--- config.mk ---
export PLATFORM = sky130hd
export DESIGN_NAME = hybrid_cla_pipe_adder
export DESIGN_NICKNAME = d
export VERILOG_FILES = /design/src/rtl/hadd_pkg.sv /design/src/rtl/hybrid_cla_pipe_adder_cla_group.sv /design/src/rtl/hybrid_cla_pipe_adder.sv
export SDC_FILE = /design/constraint.sdc
export NUM_CORES = 1
export LEC_CHECK = 0
export BUFFER_PORTS_ARGS = -buffer_cell sky130_fd_sc_hd__buf_4
export CAP_MARGIN = 40
export CORE_MARGIN = 2
export CORE_UTILIZATION = 60
export DETAILED_ROUTE_END_ITERATION = 8
export PLACE_DENSITY = 0.79
export SLEW_MARGIN = 20
export SYNTH_ARGS = -nofsm -noshare
export SYNTH_HDL_FRONTEND = slang
export SYNTH_SLANG_ARGS = --single-unit
--- constraint.sdc ---
create_clock -name clk -period 12.9 [get_ports clk]
set_clock_uncertainty 0.2 [all_clocks]
set_input_delay 0.645 -clock clk [delete_from_list [all_inputs] [get_ports clk]]
set_output_delay 0.645 -clock clk [all_outputs]
set_load 0.02 [all_outputs]
--- src/rtl/hadd_pkg.sv ---
// Shared constants, operation type and saturation helpers for the pipelined hybrid CLA adder.
package hadd_pkg;

    localparam int unsigned GROUP_MIN = 2;
    localparam int unsigned GROUP_MAX = 8;
    localparam int unsigned SAT_W_MAX = 1024;

    typedef enum logic {
        OP_ADD = 1'b0,
        OP_SUB = 1'b1
    } op_e;

    // Number of lookahead groups (and pipeline stages) for a given width.
    function automatic int unsigned ngrp(input int unsigned width, input int unsigned group);
        return width / group;
    endfunction

    // Largest positive two's-complement value of the given width, right-aligned.
    function automatic logic [SAT_W_MAX-1:0] max_pos(input int unsigned width);
        return {SAT_W_MAX{1'b1}} >> (SAT_W_MAX - width + 1);
    endfunction

    // Most negative two's-complement value of the given width, right-aligned.
    function automatic logic [SAT_W_MAX-1:0] max_neg(input int unsigned width);
        return SAT_W_MAX'(1) << (width - 1);
    endfunction

endpackage

--- src/rtl/hybrid_cla_pipe_adder_cla_group.sv ---
// One GROUP-bit carry-lookahead slice: sum, group carry-out and carry into the slice MSB.
module cla_group #(
    parameter int unsigned GROUP = 4
) (
    input  logic [GROUP-1:0] a,
    input  logic [GROUP-1:0] b,
    input  logic             cin,
    output logic [GROUP-1:0] sum,
    output logic             cout,
    output logic             cmsb
);

    logic [GROUP-1:0] p;
    logic [GROUP-1:0] g;
    logic [GROUP:0]   c;
    logic             gg;
    logic             gp;

    // Every carry is formed directly from cin and the running group P/G prefix.
    always_comb begin
        p    = a ^ b;
        g    = a & b;
        gg   = 1'b0;
        gp   = 1'b1;
        c    = '0;
        c[0] = cin;
        for (int i = 0; i < int'(GROUP); i++) begin
            gg       = g[i] | (p[i] & gg);
            gp       = gp & p[i];
            c[i + 1] = gg | (gp & cin);
        end
        sum  = p ^ c[GROUP-1:0];
        cout = c[GROUP];
        cmsb = c[GROUP-1];
    end

endmodule

--- src/rtl/hybrid_cla_pipe_adder.sv ---
// Pipelined hybrid carry-lookahead add/subtract: one CLA group per register stage,
// skewed operands, deskewed sum, valid/ready handshake with a single global stall.
// Optional signed saturation is built when macro HADD_SAT_EN is defined.
module hybrid_cla_pipe_adder
    import hadd_pkg::*;
#(
    parameter int unsigned WIDTH = 32,
    parameter int unsigned GROUP = 4
) (
    input  logic             clk,
    input  logic             rst,
    input  logic             in_valid,
    output logic             in_ready,
    input  logic [WIDTH-1:0] Xi,
    input  logic [WIDTH-1:0] Yi,
    input  logic             C0,
    input  logic             sub,
`ifdef HADD_SAT_EN
    input  logic             sat,
`endif
    output logic             out_valid,
    input  logic             out_ready,
    output logic [WIDTH-1:0] Si,
    output logic             Cout,
    output logic             Ovf
);

    localparam int unsigned NGRP = ngrp(WIDTH, GROUP);

    logic                           en;
    op_e                            op;
    logic                           cin0;
    logic [WIDTH-1:0]               y_eff;

    logic [NGRP-1:0]                v_q;
    logic [NGRP-1:0]                c_q;
    logic [WIDTH-1:0]               x_q [NGRP];
    logic [WIDTH-1:0]               y_q [NGRP];
    logic [WIDTH-1:0]               s_q [NGRP];
    logic                           ovf_q;

    logic [NGRP-1:0]                v_in;
    logic [NGRP-1:0]                c_in;
    logic [NGRP-1:0][WIDTH-1:0]     x_in;
    logic [NGRP-1:0][WIDTH-1:0]     y_in;
    logic [NGRP-1:0][WIDTH-1:0]     s_in;
    logic [NGRP-1:0][WIDTH-1:0]     s_nxt;
    logic [NGRP-1:0][GROUP-1:0]     gsum;
    logic [NGRP-1:0]                gcout;
    logic [NGRP-1:0]                gcmsb;

    logic [WIDTH-1:0]               s_fin;
    logic                           ovf_fin;
    logic                           unused_cmsb;

`ifdef HADD_SAT_EN
    logic [NGRP-1:0]                sat_in;
    logic [NGRP-1:0]                sat_q;
    logic                           unused_sat;
    assign unused_sat = sat_q[NGRP-1];
`endif

    // Only the top group's MSB carry feeds overflow; lower groups' copies are don't-care.
    assign unused_cmsb = ^gcmsb;

    // Global stall: the whole pipe moves only when the output slot is free or being taken.
    assign en        = ~v_q[NGRP-1] | out_ready;
    assign in_ready  = en & ~rst;
    assign out_valid = v_q[NGRP-1];
    assign Si        = s_q[NGRP-1];
    assign Cout      = c_q[NGRP-1];
    assign Ovf       = ovf_q;

    // Operand conditioning: subtract inverts Y up front and forces carry-in high.
    always_comb begin
        op    = sub ? OP_SUB : OP_ADD;
        y_eff = (op == OP_SUB) ? ~Yi : Yi;
        cin0  = (op == OP_SUB) ? 1'b1 : C0;
    end

    for (genvar k = 0; k < NGRP; k++) begin : g_stage
        if (k == 0) begin : g_head
            assign v_in[k] = in_valid;
            assign x_in[k] = Xi;
            assign y_in[k] = y_eff;
            assign s_in[k] = '0;
            assign c_in[k] = cin0;
`ifdef HADD_SAT_EN
            assign sat_in[k] = sat;
`endif
        end else begin : g_body
            assign v_in[k] = v_q[k-1];
            assign x_in[k] = x_q[k-1];
            assign y_in[k] = y_q[k-1];
            assign s_in[k] = s_q[k-1];
            assign c_in[k] = c_q[k-1];
`ifdef HADD_SAT_EN
            assign sat_in[k] = sat_q[k-1];
`endif
        end

        cla_group #(
            .GROUP (GROUP)
        ) u_cla (
            .a    (x_in[k][k*GROUP +: GROUP]),
            .b    (y_in[k][k*GROUP +: GROUP]),
            .cin  (c_in[k]),
            .sum  (gsum[k]),
            .cout (gcout[k]),
            .cmsb (gcmsb[k])
        );
    end

    // Each stage merges its fresh slice into the deskewed sum word it received.
    always_comb begin
        for (int k = 0; k < int'(NGRP); k++) begin
            s_nxt[k]                    = s_in[k];
            s_nxt[k][k*GROUP +: GROUP]  = gsum[k];
        end
    end

    // Final stage: overflow from the top group's carries, optional saturation of the word.
    always_comb begin
        ovf_fin = gcmsb[NGRP-1] ^ gcout[NGRP-1];
        s_fin   = s_nxt[NGRP-1];
`ifdef HADD_SAT_EN
        if (sat_in[NGRP-1] && ovf_fin) begin
            s_fin = gcout[NGRP-1] ? WIDTH'(max_neg(WIDTH)) : WIDTH'(max_pos(WIDTH));
        end
`endif
    end

    // Pipeline registers: valid, carry, skewed operands and deskewed sums advance together.
    always_ff @(posedge clk or posedge rst) begin
        if (rst) begin
            v_q   <= '0;
            c_q   <= '0;
            ovf_q <= 1'b0;
`ifdef HADD_SAT_EN
            sat_q <= '0;
`endif
            for (int k = 0; k < int'(NGRP); k++) begin
                x_q[k] <= '0;
                y_q[k] <= '0;
                s_q[k] <= '0;
            end
        end else if (en) begin
            v_q   <= v_in;
            c_q   <= gcout;
            ovf_q <= ovf_fin;
`ifdef HADD_SAT_EN
            sat_q <= sat_in;
`endif
            for (int k = 0; k < int'(NGRP) - 1; k++) begin
                x_q[k] <= x_in[k];
                y_q[k] <= y_in[k];
                s_q[k] <= s_nxt[k];
            end
            x_q[NGRP-1] <= x_in[NGRP-1];
            y_q[NGRP-1] <= y_in[NGRP-1];
            s_q[NGRP-1] <= s_fin;
        end
    end

endmodule

## After elaboration in Yosys (flattened, before gate mapping)

Index checks and enable logic that the tools add are counted.

- Mux-type cells: 3
- Bitwise logic cells: 166

Operators with widths:

| cell | count |
|---|---|
| $and 1x1->1 | 81 |
| $xor 4x4->4 | 16 |
| $or 1x1->1 | 57 |
| $and 4x4->4 | 8 |
| $mux 32 | 1 |
| $not 32->32 | 1 |
| $mux 1 | 2 |
| $not 1->1 | 2 |
| $xor 1x1->1 | 1 |

- Register bits: 609
- Output and inout bits: 36
- Logic and storage cells: 194

## Longest topological paths before layout

- Depth in word-level cells: 10
- Depth in mapped cells: 8
- Gate-level depth less buffers: 6

## Modules after synthesis

From an unflattened synthesis, not the netlist that was laid out.

- Cell total of the unflattened synthesis: 999
- Area total of the unflattened synthesis: 16,402.0 µm²

Modules (own cells, without submodules):

| module | instances | cells each | area each (µm²) | sequential area each (µm²) |
|---|---|---|---|---|
| hybrid_cla_pipe_adder | 1 | 855 | 15,160.8 | 9,634.2 |
| cla_group | 8 | 18 | 155.1 | 0.0 |

## Worst setup path after synthesis

OpenSTA, ideal clock, no wires.

- Path type: input to register
- Start point: input sub
- End point: register s_q, in the netlist s_in[35]
- Setup time: 0.120 ns
- Data arrival time: 2.236 ns
- Required time: 12.580 ns
- Path slack: 10.345 ns
- Stages on the path: 8
- Cell sequence: buf_6 > buf_2 > xor2_1 > ha_1 > a21oi_1 > a21boi_2 > or3_1 > a31o_1

- Longest elaborated chain between the ends: 9

RTL lines:

| item | line | RTL |
|---|---|---|
| start, declared | hybrid_cla_pipe_adder.sv:17 | `input logic sub,` |
| $mux 1 * | hybrid_cla_pipe_adder.sv:76 | `op = sub ? OP_SUB : OP_ADD;` |
| $mux 32 | hybrid_cla_pipe_adder.sv:77 | `y_eff = (op == OP_SUB) ? ~Yi : Yi;` |
| $xor 4x4->4 or $and 4x4->4 (tied branches) | hybrid_cla_pipe_adder_cla_group.sv:21, hybrid_cla_pipe_adder_cla_group.sv:22 |  |
| $and 1x1->1 | hybrid_cla_pipe_adder_cla_group.sv:28 | `gg = g[i] \| (p[i] & gg);` |
| $or 1x1->1 | hybrid_cla_pipe_adder_cla_group.sv:28 |  |
| $and 1x1->1 | hybrid_cla_pipe_adder_cla_group.sv:28 |  |
| $or 1x1->1 | hybrid_cla_pipe_adder_cla_group.sv:28 |  |
| $or 1x1->1 | hybrid_cla_pipe_adder_cla_group.sv:30 | `c[i + 1] = gg \| (gp & cin);` |
| $xor 4x4->4 * | hybrid_cla_pipe_adder_cla_group.sv:32 | `sum = p ^ c[GROUP-1:0];` |
| end signal, assigned by index | hybrid_cla_pipe_adder.sv:157 | `s_q[k] <= s_nxt[k];` |
| end signal, assigned by index | hybrid_cla_pipe_adder.sv:161 | `s_q[NGRP-1] <= s_fin;` |
| end, declared | hybrid_cla_pipe_adder.sv:39 | `logic [WIDTH-1:0] s_q [NGRP];` |

Every way passes the cells marked *; elsewhere a longest branch is shown, timed or not.
A chain may end at the register's enable or synchronous reset.

## Worst setup path in the final report

- Start point: register v_q[7]
- End point: output in_ready

- Longest elaborated chain between the ends: 3

RTL lines:

| item | line | RTL |
|---|---|---|
| start, declared | hybrid_cla_pipe_adder.sv:35 | `logic [NGRP-1:0] v_q;` |
| start signal, assigned | hybrid_cla_pipe_adder.sv:148 | `v_q <= v_in;` |
| $not 1->1 | hybrid_cla_pipe_adder.sv:67 | `assign en = ~v_q[NGRP-1] \| out_ready;` |
| $or 1x1->1 | hybrid_cla_pipe_adder.sv:67 |  |
| $and 1x1->1 | hybrid_cla_pipe_adder.sv:68 | `assign in_ready = en & ~rst;` |
| end, declared | hybrid_cla_pipe_adder.sv:13 | `output logic in_ready,` |

Every way passes these cells.

==> metrics.txt <==
Post-CTS Resized=0; diode count=0; final setup fails=0; Worst-path clk slew=0.06 ns; Lkg Pwr=9.446 nW; post-route ant nets=0; first-pass GRT wire length=48.99 mm; Worst Path Required=12.06 ns; Final Hold Violating Endpoints=0; CTS buffer count=39; Tot GR Track Use=0.2193; Via Count=10940; Post-CTS Setup Inserts=0; Sink Count=385; DR WL/cell=13.28 um; Design Power=4.503 mW; Worst-Skew Late Latency=0.51 ns; VDD IR-drop max=0.1367 mV; number of remaining DRC errors=0; Main synth FF type=dfrtp_1; Clock Tree Buf Depth=3; post-route setup TNS=0 ns; share of post-route cells with drive strength above 1=0.09961; CTS tree=yes; nets=1891; Initial DRT Pass Iterations=5; count of cell types in the netlist=30; Avg Synthesized Cell Area=9.138 um2; Yosys warning count=0; Slew @ Worst Pin=0.9691 ns; Die Ht=165.4 um; EDFF count, synth=0; Final Max Tran Viols=0; initial antenna violation count=0; DIE AREA=27370 um2; HP Class=input port to async pin; Seq cells post-synth=385; htree depth=2; core area=25840 um2; Avg Vias per Cell=5.106; pwr/cell area=251.5 nW/um2; FF-to-FF path depth=7; vias in the first global route=10530; Worst setup EP type=primary output; Area Overhead vs Synth=14.52%; 1st-iter DRT viols=1054; routability congestion estimate=0.7724; final worst setup slack=9.756 ns; Seq/Total Area, Yosys=0.6162; most used cell, CP=buf_4; Startpoint Class=flip-flop; Syn Std Cell Area=15630 um2; Worst Path Max Fanout=52; worst slack, placed=9.642 ns; PortBufs=105; Rows=59; Final period util=0.2437; Hold Buf Count CTS=0; commonest non-fill, non-tap cell in the layout=nand2_1; commonest non-fill, non-tap cells in the layout=968 x nand2_1, 385 x dfrtp_1, 111 x buf_4; Final min period=3.144 ns; slowest CP cell=buf_4; Initial Util=0.6051; Synth Net Count=1821; largest net degree at the start of global routing=244; Max Cap Viol=0; worst path cell trace=and2b_4, buf_4, nor2_1, buf_4; slowest stage delay, CP=0.55 ns; max_slew headroom=0.3540; Post-Route WL=28.44 mm; post-synthesis instance total=1711; crit path DAT=2.30 ns; GRT overflow=0; root buffer cell=clkbuf_16; die extent in x=165.4 um; status=complete, no violations; unrepaired setup endpoints after global routing=no; fmax=0.3180 GHz; Async SR Flop Fraction=1.000; Fill cells=1957; post-DP HPWL=17.08 mm; I/O pin count=106; CP Class=flip-flop to primary output
[through the flow]
stage | hold slack (ns) | std cells | cell area [um2] | utilization
after floorplan | 0.2300 | 1711 | 15640 | -
after global placement | 0.2481 | 2070 | 16530 | 0.6398
after detailed placement | 0.2542 | 2074 | 16640 | 0.6441
after CTS | 0.08441 | 2141 | 17880 | 0.6920
after global routing | 0.1045 | 2142 | 17910 | 0.6930
final | 0.02829 | 2142 | 17910 | 0.6930
[final cells by class]
type,count,area (um2),area share
inverters,22,90.09,0.005031
clock inverters,7,60.06,0.003354
repair buffers,118,1011,0.05646
flip-flops and latches,385,9634,0.5380
clock buffers,60,1177,0.06575
well taps,335,419.2,0.02341
multi-input cells,1215,5514,0.3079
[Yosys cell counts (2+ instances only)]
master      n  area share
a211oi_1   20      0.0096
a21o_1      7      0.0034
a21oi_1    23      0.0074
buf_1       4     0.00096
buf_2      46       0.015
buf_4       4      0.0019
clkbuf_1   34      0.0082
dfrtp_1   385        0.62
fa_1        8       0.010
ha_1       32       0.026
inv_1      22      0.0053
nand2_1   968        0.23
nand2b_1    2     0.00080
nor2_1     19      0.0046
o21ai_0    17      0.0054
o21ai_1    55       0.018
o21bai_1    7      0.0034
xnor2_1    35       0.020
xor2_1     12      0.0067
[per-layer routing]
layer | global-route usage | vias up | routed length [um]
met1 | 0.3118 | 5223 | 12870
met5 | 0 | - | 0
li1 | - | 5436 | -
met4 | 0.06230 | 0 | 645
met2 | 0.3521 | 215 | 13650
met3 | 0.03921 | 62 | 1282
[power by group]
part	internal, mW	leakage [nW]	switching, mW
Clock	0.646	0.613	0.436
Combinational	0.538	4.13	0.823
Sequential	1.76	4.70	0.304
Total	2.94	9.45	1.56
[flip-flops by register name (all words and copies together) (netlist names)]
register,count
s_fin,28
v_q,8
y_in,112
x_in,112
Si,32
c_q,8
s_in,84
Ovf,1
[critical path: cells and delay by family, from the launching register on]
kind          cells  cell delay (ns)
buf+inv           2             0.72
flops             1             0.41
simple gates      2             0.60
[logic make-up after synthesis]
family | share of synthesized area
simple gates | 0.2394
flops | 0.6162
compound gates | 0.04978
buf+inv | 0.03177
xor+xnor | 0.02633
fa+ha+maj | 0.03585
mux | 0.0006402
[worst paths after layout]
path / from / end / slack (ns)
worst max-delay path: v_q[7]$_DFFE_PP0N_ / in_ready / 9.76
min in group clk: Xi[11] / x_in[43]$_DFFE_PP0N_ / 0.12
worst min register to register: y_in[221]$_DFFE_PP0N_ / y_in[221]$_DFFE_PP0N_ / 0.26
worst max register to register: v_q[7]$_DFFE_PP0N_ / Si[30]$_DFFE_PP0N_ / 10.00
max in group asynchronous: rst / s_in[107]$_DFFE_PP0N_ / 10.75
worst min-delay path: rst / s_fin[17]$_DFFE_PP0N_ / 0.03
(Power assumes the default switching activity.)
